===== src/rtl/mem_access.sv =====
// Memory-access pipeline stage: issues LB/LBU/LW/SB/SW/LL/SC on a single-beat bus and presents writeback results.
// Latency: non-memory ops pass through combinationally; memory ops take IDLE -> WAIT (until ack/timeout) -> DONE, min 3 cycles.
// Backpressure: stall_o holds upstream while a bus access is being entered or awaited; bus_ack_i is the only downstream flow control.
module mem_access #(
    parameter int ADDR_W  = 32,
    parameter int REG_AW  = 5,
    parameter int TIMEOUT = 15
) (
    input  logic              clk,
    input  logic              rst,
    input  logic              we_i,
    input  logic [REG_AW-1:0] waddr_i,
    input  logic [31:0]       wdata_i,
    input  logic              we_hilo_i,
    input  logic [31:0]       hi_i,
    input  logic [31:0]       lo_i,
    input  logic [2:0]        op_i,
    input  logic [ADDR_W-1:0] addr_i,
    input  logic [31:0]       sdata_i,
    output logic              bus_req_o,
    output logic              bus_we_o,
    output logic [ADDR_W-1:0] bus_addr_o,
    output logic [3:0]        bus_be_o,
    output logic [31:0]       bus_wdata_o,
    input  logic              bus_ack_i,
    input  logic [31:0]       bus_rdata_i,
    output logic              we_o,
    output logic [REG_AW-1:0] waddr_o,
    output logic [31:0]       wdata_o,
    output logic              we_hilo_o,
    output logic [31:0]       hi_o,
    output logic [31:0]       lo_o,
    output logic              stall_o,
    output logic              excpt_o
);

    localparam logic [2:0] OP_NONE = 3'd0;
    localparam logic [2:0] OP_LB   = 3'd1;
    localparam logic [2:0] OP_LBU  = 3'd2;
    localparam logic [2:0] OP_LW   = 3'd3;
    localparam logic [2:0] OP_SB   = 3'd4;
    localparam logic [2:0] OP_SW   = 3'd5;
    localparam logic [2:0] OP_LL   = 3'd6;
    localparam logic [2:0] OP_SC   = 3'd7;

    // Last counter value seen in WAIT before the wait is declared expired.
    localparam logic [7:0] LP_CNT_LAST = 8'(TIMEOUT - 1);

    typedef enum logic [1:0] {
        S_IDLE,
        S_WAIT,
        S_DONE
    } state_t;

    state_t             r_state;
    state_t             w_next_state;
    logic [7:0]         r_cnt;
    logic               r_llbit;
    logic               r_timeout;
    logic [31:0]        r_rdata;
    logic               r_bus_we;
    logic [ADDR_W-1:0]  r_bus_addr;
    logic [3:0]         r_bus_be;
    logic [31:0]        r_bus_wdata;

    logic               w_is_mem;
    logic               w_misalign;
    logic               w_sc_fail;
    logic               w_start;
    logic               w_expire;
    logic [7:0]         w_byte;

    assign w_is_mem   = (op_i != OP_NONE);
    assign w_misalign = ((op_i == OP_LW) || (op_i == OP_SW) || (op_i == OP_LL) || (op_i == OP_SC))
                        && (addr_i[1:0] != 2'b00);
    assign w_sc_fail  = (op_i == OP_SC) && !r_llbit;
    assign w_start    = (r_state == S_IDLE) && w_is_mem && !w_misalign && !w_sc_fail;
    assign w_expire   = !bus_ack_i && (r_cnt == LP_CNT_LAST);

    // Big-endian lane pick from the word captured at ack: lane 0 is the MSB.
    always_comb begin
        w_byte = r_rdata[7:0];
        case (addr_i[1:0])
            2'd0:    w_byte = r_rdata[31:24];
            2'd1:    w_byte = r_rdata[23:16];
            2'd2:    w_byte = r_rdata[15:8];
            default: w_byte = r_rdata[7:0];
        endcase
    end

    // State, wait counter, bus command latch, read capture and LL reservation bit.
    always_ff @(posedge clk) begin
        if (rst) begin
            r_state     <= S_IDLE;
            r_cnt       <= 8'd0;
            r_llbit     <= 1'b0;
            r_timeout   <= 1'b0;
            r_rdata     <= 32'd0;
            r_bus_we    <= 1'b0;
            r_bus_addr  <= '0;
            r_bus_be    <= 4'd0;
            r_bus_wdata <= 32'd0;
        end else begin
            r_state <= w_next_state;
            if (w_start) begin
                r_cnt       <= 8'd0;
                r_timeout   <= 1'b0;
                r_bus_we    <= (op_i == OP_SB) || (op_i == OP_SW) || (op_i == OP_SC);
                r_bus_addr  <= {addr_i[ADDR_W-1:2], 2'b00};
                r_bus_be    <= (op_i == OP_SB) ? (4'b1000 >> addr_i[1:0]) : 4'b1111;
                r_bus_wdata <= (op_i == OP_SB) ? {4{sdata_i[7:0]}} : sdata_i;
            end
            if (r_state == S_WAIT) begin
                if (bus_ack_i) begin
                    r_rdata <= bus_rdata_i;
                end else begin
                    r_cnt <= r_cnt + 8'd1;
                    if (w_expire) begin
                        r_timeout <= 1'b1;
                    end
                end
            end
            // A timed-out access leaves the reservation untouched.
            if ((r_state == S_DONE) && !r_timeout) begin
                if (op_i == OP_LL) begin
                    r_llbit <= 1'b1;
                end else if (op_i == OP_SC) begin
                    r_llbit <= 1'b0;
                end
            end
        end
    end

    // Next state plus writeback/stall/exception outputs; reset forces every output low.
    always_comb begin
        w_next_state = r_state;
        we_o         = we_i;
        waddr_o      = waddr_i;
        wdata_o      = wdata_i;
        we_hilo_o    = we_hilo_i;
        hi_o         = hi_i;
        lo_o         = lo_i;
        stall_o      = 1'b0;
        excpt_o      = 1'b0;
        case (r_state)
            S_IDLE: begin
                if (w_is_mem) begin
                    if (w_misalign) begin
                        excpt_o = 1'b1;
                        we_o    = 1'b0;
                    end else if (w_sc_fail) begin
                        wdata_o = 32'd0;
                    end else begin
                        stall_o      = 1'b1;
                        we_o         = 1'b0;
                        w_next_state = S_WAIT;
                    end
                end
            end
            S_WAIT: begin
                stall_o = 1'b1;
                we_o    = 1'b0;
                if (bus_ack_i || w_expire) begin
                    w_next_state = S_DONE;
                end
            end
            default: begin
                w_next_state = S_IDLE;
                if (r_timeout) begin
                    excpt_o = 1'b1;
                    we_o    = 1'b0;
                end else begin
                    case (op_i)
                        OP_LB:          wdata_o = {{24{w_byte[7]}}, w_byte};
                        OP_LBU:         wdata_o = {24'd0, w_byte};
                        OP_LW, OP_LL:   wdata_o = r_rdata;
                        OP_SC:          wdata_o = 32'd1;
                        default:        wdata_o = wdata_i;
                    endcase
                end
            end
        endcase
        if (rst) begin
            we_o      = 1'b0;
            waddr_o   = '0;
            wdata_o   = 32'd0;
            we_hilo_o = 1'b0;
            hi_o      = 32'd0;
            lo_o      = 32'd0;
            stall_o   = 1'b0;
            excpt_o   = 1'b0;
        end
    end

    assign bus_req_o   = !rst && (r_state == S_WAIT);
    assign bus_we_o    = rst ? 1'b0  : r_bus_we;
    assign bus_addr_o  = rst ? '0    : r_bus_addr;
    assign bus_be_o    = rst ? 4'd0  : r_bus_be;
    assign bus_wdata_o = rst ? 32'd0 : r_bus_wdata;

endmodule


===== config.mk =====
export PLATFORM = sky130hd
export DESIGN_NAME = mem_access
export DESIGN_NICKNAME = d
export VERILOG_FILES = /design/src/rtl/mem_access.sv
export SDC_FILE = /design/constraint.sdc
export NUM_CORES = 1
export LEC_CHECK = 0
export CAP_MARGIN = 20
export CORE_AREA = 2 2 146 148
export CTS_BUF_LIST = sky130_fd_sc_hd__clkbuf_16
export DETAILED_ROUTE_END_ITERATION = 10
export DIE_AREA = 0 0 148 150
export PLACE_DENSITY_LB_ADDON = 0.05
export SLEW_MARGIN = 20
export SYNTH_ARGS = -nofsm -noshare
export SYNTH_HDL_FRONTEND = slang
export SYNTH_SLANG_ARGS = --single-unit

===== constraint.sdc =====
create_clock -name clk -period 3.6 [get_ports clk]
set_input_delay 0.9 -clock clk [delete_from_list [all_inputs] [get_ports clk]]
set_output_delay 0.9 -clock clk [all_outputs]
set_load 0.01 [all_outputs]

==> flow_metrics.env <==
export IMPL_grt_overflow_total=0
export IMPL_synth_area_leaders="dfxtp_1, nor2b_1, a21oi_1, o21ai_0, nand2_1"
export IMPL_power_internal_uw=2430
export IMPL_cts_sinks=111
export IMPL_clockPowerShare=0.304
export IMPL_root_buffer="clkbuf_16"
export IMPL_holdPathEnd="r_rdata[6]"
export IMPL_drv_cap=0
export IMPL_fin_crit_sh=0.984
export IMPL_port_buffers=377
export IMPL_vias=7273
export IMPL_num_rows=53
export IMPL_hold_class="register to register"
export IMPL_cp_max_fo=10
export IMPL_nFillCells=2053
export IMPL_min_path_cells=2
export IMPL_ant_nets=0
export IMPL_ios=380
export IMPL_finClkSkew_ns=0.00707
export IMPL_utilization=0.520
export IMPL_antenna_found_initial=3
export IMPL_final_nets=1409
export IMPL_h_tree_depth=3
export IMPL_async_flop_share=0
export IMPL_synthCells=844
export IMPL_drt_total_wl_um=26800
export IMPL_ir_worst_vdd_uv=255
export IMPL_die_y_um=150
export IMPL_numCtsBuffers=9
export IMPL_clk_latency_ns=0.36
export IMPL_yosysTopAreaCell="dfxtp_1"
export IMPL_yosysSeqAreaShare=0.358
export IMPL_rr_worst_depth=5
export IMPL_r2r_start="r_llbit"
export IMPL_drt_iter0_markers=403
export IMPL_area_growth_pct=73.3
export IMPL_setup_viol=0
export IMPL_die_w_um=148
export IMPL_clk_pin_slew_ns=0.08
export IMPL_yosys_warnings=0
export IMPL_crit_type="input port to output pin"
export IMPL_cts_tree="yes"
export IMPL_hold_violations=0
export IMPL_worst_pin_slew_ns=0.722
export IMPL_comb_power_share=0.306
export IMPL_place_gp_congestion=0.832
export IMPL_ys_seq_elements=111
export IMPL_r2r_setup_slack_ns=1.59
export IMPL_period_minus_slack_ns=3.54
export IMPL_route_detailed_drc=0
export IMPL_viasPerCell=4.90
export IMPL_grt_pass1_vias=6927
export IMPL_start_util=0.300
export IMPL_power_switching_uw=1040
export IMPL_outcome="completed"
export IMPL_syn_area_per_cell_um2=7.36
export IMPL_rr_endpoint="r_cnt[3]"
export IMPL_grt_max_degree=94
export IMPL_first_pass_iters=4
export IMPL_ys_flop_type="dfxtp_1"
export IMPL_netlist_area_leader_share=0.358
export IMPL_min_delay_start="r_rdata[6]"
export IMPL_maxSlewViolCount=0
export IMPL_clock_fmax_ghz=0.282
export IMPL_synth_edf_count=0
export IMPL_max_slew_margin_rel=0.519
export IMPL_postCtsHoldBufs=0
export IMPL_wl_per_cell_um=18.1
export IMPL_grt_first_pass_wirelength_um=40300
export IMPL_detailed_place_hpwl_um=19500
export IMPL_worstPathRequired_ns=2.70
export IMPL_p_sw_frac=0.299
export IMPL_layout_drive_gt1_share=0.0953
export IMPL_cts_path_max_buffers=2
export IMPL_total_power_uw=3470
export IMPL_dieArea_um2=22200
export IMPL_p_leak_uw=0.00390
export IMPL_arrival_ns=2.64
export IMPL_powerDensity_nw_per_um2=322
export IMPL_seq_power_share=0.390
export IMPL_start_kind="input port"
export IMPL_track_usage=0.233
export IMPL_synth_area_um2=6210
export IMPL_end_kind="output pin"
export IMPL_ys_types=55
export IMPL_core_um2=20700
## critical path, cell delays in order
cell	delay (ns)
clkdlybuf4s50_1	0.43
buf_6	0.16
and4b_2	0.25
a31oi_4	0.16
buf_12	0.15
o21ai_0	0.09
a311oi_1	0.30
buf_2	0.21
## registers in the layout (all words and copies together) (netlist names)
name         count
r_bus_addr      30
r_timeout        1
r_state          2
r_bus_be         4
r_rdata         32
r_cnt            8
r_bus_we         1
r_llbit          1
r_bus_wdata     32
## per-layer routing
layer / vias up / track usage / routed length (µm)
li1: 3654 / - / -
met4: 2 / 0.0471 / 375
met1: 3318 / 0.280 / 10900
met5: - / 0 / 13
met3: 21 / 0.0832 / 2420
met2: 278 / 0.401 / 13100
## Yosys cell counts, types with 4 or more instances
library cell and n:
nor2b_1 138, a21oi_1 134, dfxtp_1 111, o21ai_0 100, nand2_1 92, clkbuf_1 58
nand3_1 41, o31ai_1 29, buf_2 19, nor2_1 14, and3_1 10, mux2i_1 8
a22oi_1 7, o2bb2ai_1 7, inv_1 6, a31oi_1 4, nand2b_1 4, nor3_1 4
o211ai_1 4
## stage by stage
stage / setup TNS (ns) / setup slack [ns] / area (µm²) / instances / hold WS, ns
5_1_grt: -0.000290 / -0.000290 / 10800 / 1483 / 0.491
3_3_place_gp: -10.44 / -0.360 / 10400 / 1458 / 0.456
3_5_place_dp: -12.41 / -0.388 / 10400 / 1458 / 0.460
6_report: 0 / 0.0570 / 10800 / 1484 / 0.466
2_1_floorplan: 0 / 0.527 / 6210 / 845 / 0.433
4_1_cts: -0.0223 / -0.00896 / 10800 / 1478 / 0.472
## area by class of cell
type / instances / area [µm²] / area share
Tap cell: 275 / 344 / 0.0320
Clock inverter: 7 / 81.3 / 0.00755
Inverter: 6 / 22.5 / 0.00209
Antenna cell: 2 / 5.00 / 0.000465
Clock buffer: 9 / 225 / 0.0209
Sequential cell: 111 / 2220 / 0.206
Timing Repair Buffer: 431 / 4190 / 0.389
Multi-Input combinational cell: 643 / 3680 / 0.341
## cells in the final DEF (no fill, tap or decap), types with 4 or more instances in the layout
cell type / count
clkbuf_16: 11
buf_2: 7
o21ai_0: 100
o2bb2ai_1: 7
nand3_1: 41
o31ai_1: 29
buf_12: 6
o211ai_1: 4
and3_1: 10
clkdlybuf4s15_1: 7
buf_4: 39
inv_1: 7
mux2i_1: 8
nor2b_1: 138
clkbuf_2: 19
nor3_1: 4
a22oi_1: 7
nand2_1: 92
buf_6: 5
clkdlybuf4s50_1: 338
nor2_1: 13
dfxtp_1: 111
a21oi_1: 132
## power groups by stage
stage / combinational [µW] / sequential, µW / clock [µW]
2_1_floorplan: 468 / 1370 / 0
6_report: 1060 / 1350 / 1050
4_1_cts: 1070 / 1350 / 1100
3_3_place_gp: 1070 / 1380 / 0
3_5_place_dp: 1070 / 1380 / 0
5_1_grt: 1150 / 1360 / 1140
## logic make-up after synthesis
kind of cell | after synthesis | share of synthesized area
buf+inv | 91 | 0.0622
other cells | 1 | 0.000604
xor+xnor | 2 | 0.00282
compound gates | 301 | 0.273
mux | 9 | 0.0165
simple gates | 326 | 0.281
flops | 111 | 0.358
fa+ha+maj | 3 | 0.00584
## timing repair
action / CTS / global route
gates cloned: 3 / 2
resized for setup: 73 / 48
setup endpoints to repair: 35 / 34
setup buffers: 1 / 2
pin swaps: 2 / 4
## worst max path at each step
stage / to / slack [ns] / cells after the start / from
final: wdata_o[0] / 0.06 / 8 / op_i[0]
after global routing: wdata_o[4] / -0.0003 / 9 / op_i[0]
after CTS: wdata_o[2] / -0.009 / 9 / op_i[0]
after global placement: we_o / -0.36 / 7 / addr_i[1]
after floorplan: we_o / 0.53 / 6 / op_i[2]
after detailed placement: wdata_o[5] / -0.39 / 8 / addr_i[1]
Power figures use the tool's default switching activity.
